### src/rtl/module_result_emitter.sv
// Binary-to-BCD result emitter: double-dabble conversion, then LSD-first digit handshake.
// Optional build macro LEADING_ZERO_BLANK_EN: blank (4'hF) digits above the leading nonzero one.
module module_result_emitter #(
    parameter int WIDTH  = 14,
    parameter int DIGITS = 4
) (
    input  logic             clk,
    input  logic             rst,
    input  logic [WIDTH-1:0] valor,
    input  logic             start,
    output logic             busy,
    output logic [3:0]       dato,
    output logic             dat_ready,
    input  logic             dat_ack,
    output logic             done,
    output logic             overflow
);

    localparam int MAX_VAL = 10**DIGITS - 1;
    localparam logic [WIDTH-1:0] MAX_W = WIDTH'(MAX_VAL);
    localparam int BW = 4 * DIGITS;
    localparam int CW = $clog2(WIDTH + 1);
    localparam int IW = (DIGITS > 1) ? $clog2(DIGITS) : 1;

    typedef enum logic [1:0] {IDLE, CONVERT, SEND} state_t;

    state_t          state;
    state_t          state_nx;
    logic [WIDTH-1:0] bin;
    logic [BW-1:0]   bcd;
    logic [BW-1:0]   bcd_adj;
    logic [CW-1:0]   cnt;
    logic [IW-1:0]   idx;
    logic            last_shift;
    logic            last_digit;
    logic            xfer;

    assign last_shift = (cnt == CW'(1));
    assign last_digit = (idx == IW'(DIGITS - 1));
    assign xfer       = (state == SEND) && dat_ack;
    assign busy       = (state != IDLE);
    assign dat_ready  = (state == SEND);

    always_comb begin
        bcd_adj = bcd;
        for (int i = 0; i < DIGITS; i++) begin
            if (bcd[4*i +: 4] >= 4'd5)
                bcd_adj[4*i +: 4] = bcd[4*i +: 4] + 4'd3;
        end
    end

    always_ff @(posedge clk or negedge rst) begin
        if (!rst) state <= IDLE;
        else      state <= state_nx;
    end

    always_comb begin
        state_nx = state;
        case (state)
            IDLE:    if (start)              state_nx = CONVERT;
            CONVERT: if (last_shift)         state_nx = SEND;
            SEND:    if (xfer && last_digit) state_nx = IDLE;
            default:                         state_nx = IDLE;
        endcase
    end

    always_ff @(posedge clk or negedge rst) begin
        if (!rst) begin
            bin      <= '0;
            bcd      <= '0;
            cnt      <= '0;
            idx      <= '0;
            done     <= 1'b0;
            overflow <= 1'b0;
        end else begin
            done <= 1'b0;
            case (state)
                IDLE: begin
                    if (start) begin
                        // Saturating keeps every nibble <= 9, so the top digit never carries out
                        if (valor > MAX_W) begin
                            bin      <= MAX_W;
                            overflow <= 1'b1;
                        end else begin
                            bin      <= valor;
                            overflow <= 1'b0;
                        end
                        bcd <= '0;
                        cnt <= CW'(WIDTH);
                        idx <= '0;
                    end
                end
                CONVERT: begin
                    {bcd, bin} <= {bcd_adj, bin} << 1;
                    cnt        <= cnt - CW'(1);
                end
                SEND: begin
                    if (dat_ack) begin
                        if (last_digit) begin
                            idx  <= '0;
                            done <= 1'b1;
                        end else begin
                            idx <= idx + IW'(1);
                        end
                    end
                end
                default: ;
            endcase
        end
    end

`ifdef LEADING_ZERO_BLANK_EN
    // sig_digit[i]: some digit at position i or above is nonzero
    logic [DIGITS-1:0] sig_digit;
    logic              any_nz;

    always_comb begin
        sig_digit = '0;
        any_nz    = 1'b0;
        for (int i = DIGITS - 1; i >= 0; i--) begin
            any_nz       = any_nz | (bcd[4*i +: 4] != 4'd0);
            sig_digit[i] = any_nz;
        end
    end

    always_comb begin
        dato = 4'h0;
        if (state == SEND) begin
            if ((idx != '0) && !sig_digit[idx]) dato = 4'hF;
            else                                dato = bcd[{idx, 2'b00} +: 4];
        end
    end
`else
    always_comb begin
        dato = 4'h0;
        if (state == SEND) dato = bcd[{idx, 2'b00} +: 4];
    end
`endif

endmodule

### config.mk
export PLATFORM = sky130hd
export DESIGN_NAME = module_result_emitter
export DESIGN_NICKNAME = d
export VERILOG_FILES = /design/src/rtl/module_result_emitter.sv
export SDC_FILE = /design/constraint.sdc
export NUM_CORES = 1
export LEC_CHECK = 0
export CAP_MARGIN = 25
export CORE_ASPECT_RATIO = 1.25
export CORE_MARGIN = 5
export CORE_UTILIZATION = 50
export CTS_CLUSTER_SIZE = 8
export DETAILED_ROUTE_END_ITERATION = 10
export PLACE_DENSITY = 0.76
export SLEW_MARGIN = 0
export SYNTH_ARGS = -nofsm -noshare
export SYNTH_HDL_FRONTEND = slang
export SYNTH_SLANG_ARGS = --single-unit
export TNS_END_PERCENT = 10
### constraint.sdc
create_clock -name clk -period 1.9 [get_ports clk]
set_clock_uncertainty 0.15 [all_clocks]
set_input_delay 0.475 -clock clk [delete_from_list [all_inputs] [get_ports clk]]
set_output_delay 0.475 -clock clk [all_outputs]
set_load 0.01 [all_outputs]
# Word level (Yosys, flattened, before mapping)

Cells that the tools add are included.

Register bits: 40
Input port bits: 18
Output and inout bits: 8
Word-level logic and storage cells: 61

Add/subtract/negate cells: 6
$lt $le $gt $ge: 5
Equal/unequal tests: 8
Shift-type cells: 1
Multiplexer cells: 24
Reduce and logical (&&, ||, !) cells: 10

Operator list:

| kind                   | number |
|---|---|
| $pmux W16 S2           | 1 |
| $mux W14               | 2 |
| $pmux W14 S2           | 1 |
| $mux W4                | 5 |
| $ge A4 B3 Y1 const B   | 4 |
| $mux W16               | 1 |
| $shiftx A16 B5 Y4      | 1 |
| $gt A14 B14 Y1 const B | 1 |
| $add A4 B2 Y4 const B  | 3 |
| $mux W2                | 6 |
| $pmux W4 S2            | 1 |
| $pmux W2 S3            | 1 |
| $reduce_and A3 Y1      | 2 |
| $reduce_bool A2 Y1     | 3 |
| $eq A2 B2 Y1 const B   | 2 |
| $eq A4 B1 Y1 const B   | 1 |
| $mux W1                | 4 |
| $ne A2 B1 Y1 const B   | 2 |
| $ne A2 B2 Y1 const B   | 2 |
| $pmux W2 S2            | 1 |
| $reduce_and A2 Y1      | 2 |
| $sub A4 B1 Y4 const B  | 1 |
| $add A3 B2 Y3 const B  | 1 |
| $mux W3                | 1 |
| other kinds (4)        | 5 |

# Logic depth before layout (Yosys ltp)

Word-level depth: 5
Mapped depth: 6
Gate-level depth less buffers: 6

# Worst setup path before layout

OpenSTA, ideal clock, no wires.

Path kind: register to output
From: register idx[0]
To: output dato[2]
Arrival time: 1.305 ns
Required time: 1.275 ns
Slack: -0.030 ns
Stages on the path, launching flop included: 4
Buffers on the path: 1
Cells stage by stage: dfrtp_1 > clkbuf_1 > mux4_2 > and2_1

Longest elaborated chain between the ends: 2

RTL lines:

| element                | RTL line | text |
|---|---|---|
| from (decl)            | 33       | `logic [IW-1:0] idx;` |
| from (signal assigned) | 103      | `idx <= idx + IW'(1);` |
| $shiftx A16 B5 Y4      | 136      | `if (state == SEND) dato = bcd[{idx, 2'b00} +: 4];` |
| $mux W4                | 136      |  |
| to (decl)              | 12       | `output logic [3:0] dato,` |

No other way between the ends.

# Worst setup path after layout

From: register idx[0]
To: output dato[1]

Same word-level chain as after synthesis.

==> results.md <==
- Status: finished with violations
- Violated checks: setup timing
- Hold_sp: bin[10]$_DFFE_PN0P_
- Slew @ Worst Pin: 0.407 ns
- Most frequent cells in the layout: buf_4, dfrtp_1, clkdlybuf4s50_1, o21ai_0, nand2_1
- Num rows: 26
- Worst Hold Class: reg2reg
- Reg2reg path depth: 7
- CTS buffer count: 5
- Final hold violation count: 0
- #FFs+latches synth: 40
- Initial Util: 0.521
- Synth Area per Inst: 10.3 um2
- Synth Warn #: 0
- Area delta synth->final: 40.4%
- Final setup fails: 4
- Per-cell routed wire length: roughly 16 um
- Vias per cell: 5.57
- Reg-to-Reg Start: bcd[12]$_DFFE_PN0P_
- Ports: 26
- First-pass GRT wire length: slightly above 9000 um
- Total chip power: 4.80 mW
- CTS root buffer: clkbuf_8
- Vias in the first global route: 2043
- Fin crit share: 1.16
- Slew Limit Fails: 0
- Most Crowded Layer GR: met2
- FMAX: 454 MHz
- # diodes: 0
- Routed wire length: 5420 um
- R2r endpoint: bcd[14]$_DFFE_PN0P_
- Final GP Congestion: 0.830
- First-pass detailed-route iteration total: 4
- CTS tree: done
- HPWL after detailed placement: between 4000 and 5000 um
- Initial DRC count: 131
- Part of the Yosys area used for sequential elements: 0.465
- GR Util met2: 0.347
- Worst Hold Depth: 2
- Largest net degree at the start of global routing: 23
- Crit path max-delay cell type: dfrtp_2
- GRT Total Usage: 0.208
- Leakage: 1.42 nW
- Critical path's top delay family: flip-flops
- Core Util, Final: 0.731
- Placeable Area: 4130 um2
- Nets@finish: roughly 320
- Initial antenna violation count: 0
- Clk sink count: 40
- H-tree levels: 2
- Pwr/cell area: 1590 nW/um2
- Peak supply drop: roughly 0.77 mV
- Met1 GRT Util: 0.247
- Flip-flop and latch area: between 1000 and 1500 um2
- CP bufs+invs: 3
- Peak fanout along the critical path: 3
- Slack of the worst reg-to-reg path: 0.06 ns
- Post-layout instance area: 3020 um2
- Most common cell after layout, fill and taps aside: buf_4
- Total global routing overflow: 0
- Area occupied by multi-input gates: 1090 um2
- Die extent in y: 83.4 um
- Crit path time final: 2.20 ns
- Max Cap Viol: 0
- Remaining DRCs: 0
- Skew-Pair Late Insertion Delay: roughly 0.3 ns
- Setup ws final: -0.302 ns
- Crit. End Element: primary output
- Die footprint: 5720 um2
- Met3 usage: 0.0608
- Max-slew headroom: 0.729
- Reg clk slew, reported paths: around 0.080 ns
- Layout cells sized above 1: 0.329
- Via count: just under 2000
- Port bufs: 25
- Clock buffer depth: 2
- Mapped cell area: between 2000 and 2500 um2
- Worst Path Required: about 1.3 ns
- Crit path DAT: roughly 1.6 ns
- Hold path endpoint: bin[11]$_DFFE_PN0P_
- CP max stage delay: between 0.4 and 0.5 ns
- RSZ-0062 raised after global routing: yes
- Fillers: 295
- CP Cell Sequence: buf_6 -> buf_4 -> mux4_2 -> and2_1 -> buf_2
- ANT nets after route: 0
- Worst setup SP type: flip-flop
- Post-synthesis cell count: 209
- WP depth: 5
- Setup Crit Path Kind: reg2out
- Die Wd: 68.7 um
- Number of distinct library cells after synthesis: 35
- Syn Nets: 238
- DP Area: approximately 2800 um2
worst max path at each step:
stage / to / slack [ns] / from
2_1_floorplan: dato[2] / 0.08 / idx[0]$_DFFE_PN0P_
3_3_place_gp: dato[0] / -0.33 / idx[0]$_DFFE_PN0P_
3_5_place_dp: dato[2] / -0.38 / idx[0]$_DFFE_PN0P_
4_1_cts: dato[2] / -0.29 / idx[0]$_DFFE_PN0P_
5_1_grt: dato[3] / -0.35 / idx[0]$_DFFE_PN0P_
6_report: dato[1] / -0.30 / idx[0]$_DFFE_PN0P_
state kept, by name (all words and copies together) (netlist names):
signal    flops
bcd          16
bin          14
cnt           4
idx           2
state         2
done          1
overflow      1
metal layers:
metal  part of all wire  up-vias
met5                  0        -
met4              0.027        0
met3              0.042       18
met2               0.53       50
met1               0.40      928
li1                   -      925
stage by stage:
stage	setup slack, ns	hold slack (ns)	cells	setup TNS, ns
after global routing	-0.353	0.361	345	-1.38
after CTS	-0.288	0.338	344	-1.08
after detailed placement	-0.380	0.273	331	-6.60
after floorplan	0.0844	0.0294	209	0
after global placement	-0.334	0.273	331	-5.88
final	-0.302	0.334	345	-1.17
power breakdown:
group / leakage [nW] / total (mW) / switching [mW] / internal [mW]
clock: 0.0548 / 0.711 / 0.315 / 0.395
combinational: 0.865 / 2.62 / 1.27 / 1.35
sequential: 0.497 / 1.46 / 0.231 / 1.23
synthesized netlist by cell type:
cell | number | area (um2)
dfrtp_1 | 40 | 1000
o21ai_0 | 19 | 95.1
nand2_1 | 16 | 60.1
nand3_1 | 14 | 70.1
inv_1 | 13 | 48.8
ha_1 | 11 | 138
a21oi_1 | 10 | 50.1
o31ai_1 | 7 | 52.6
a32o_1 | 6 | 60.1
and3_1 | 6 | 37.5
clkbuf_1 | 6 | 22.5
nor2_1 | 6 | 22.5
o22ai_1 | 6 | 37.5
nand2b_1 | 5 | 31.3
xnor2_1 | 5 | 43.8
a221o_1 | 4 | 40.0
and2_1 | 4 | 25.0
mux2_2 | 4 | 45.0
mux4_2 | 4 | 90.1
buf_2 | 3 | 15.0
a22oi_1 | 2 | 15.0
nor2b_1 | 2 | 12.5
nor3b_1 | 2 | 15.0
nor4_1 | 2 | 12.5
xor2_1 | 2 | 17.5
a21oi_4 | 1 | 16.3
a22o_1 | 1 | 8.76
buf_6 | 1 | 11.3
nand2_2 | 1 | 6.26
nor3_1 | 1 | 5.00
nor3b_2 | 1 | 12.5
o211ai_1 | 1 | 7.51
o311ai_0 | 1 | 8.76
or2_2 | 1 | 6.26
or3b_4 | 1 | 11.3
layout make-up:
| type | count | area share |
|---|---|---|
| multi-input combinational | 146 | 0.361 |
| sequential | 40 | 0.332 |
| timing repair buffer | 82 | 0.230 |
| tap | 56 | 0.0232 |
| clock buffer | 5 | 0.0228 |
| inverter | 13 | 0.0161 |
| clock inverter | 3 | 0.0153 |
logic make-up (layout without fill, tap and decap cells):
logic type / Yosys count / in the layout / synth area share
buf+inv: 23 / 103 / 0.0453
xor+xnor: 7 / 7 / 0.0285
mux: 8 / 8 / 0.0628
flops: 40 / 40 / 0.465
simple gates: 62 / 62 / 0.152
compound gates: 58 / 58 / 0.182
fa+ha+maj: 11 / 11 / 0.0640
tightest hold or removal path, cell delays in order (launching register included):
cell	delay (ns)
dfrtp_1	0.35
nand2_1	0.06
nand2_1	0.05
timing repair:
| item | in CTS | in global routing |
|---|---|---|
| pin swaps | 3 | 1 |
| resized for setup | 28 | 18 |
| hold buffers | 1 | 0 |
| buffers inserted | 4 | 1 |
| hold endpoints to repair | 15 | 0 |
| endpoints found under the setup margin | 9 | 12 |
(Power assumes the default switching activity.)
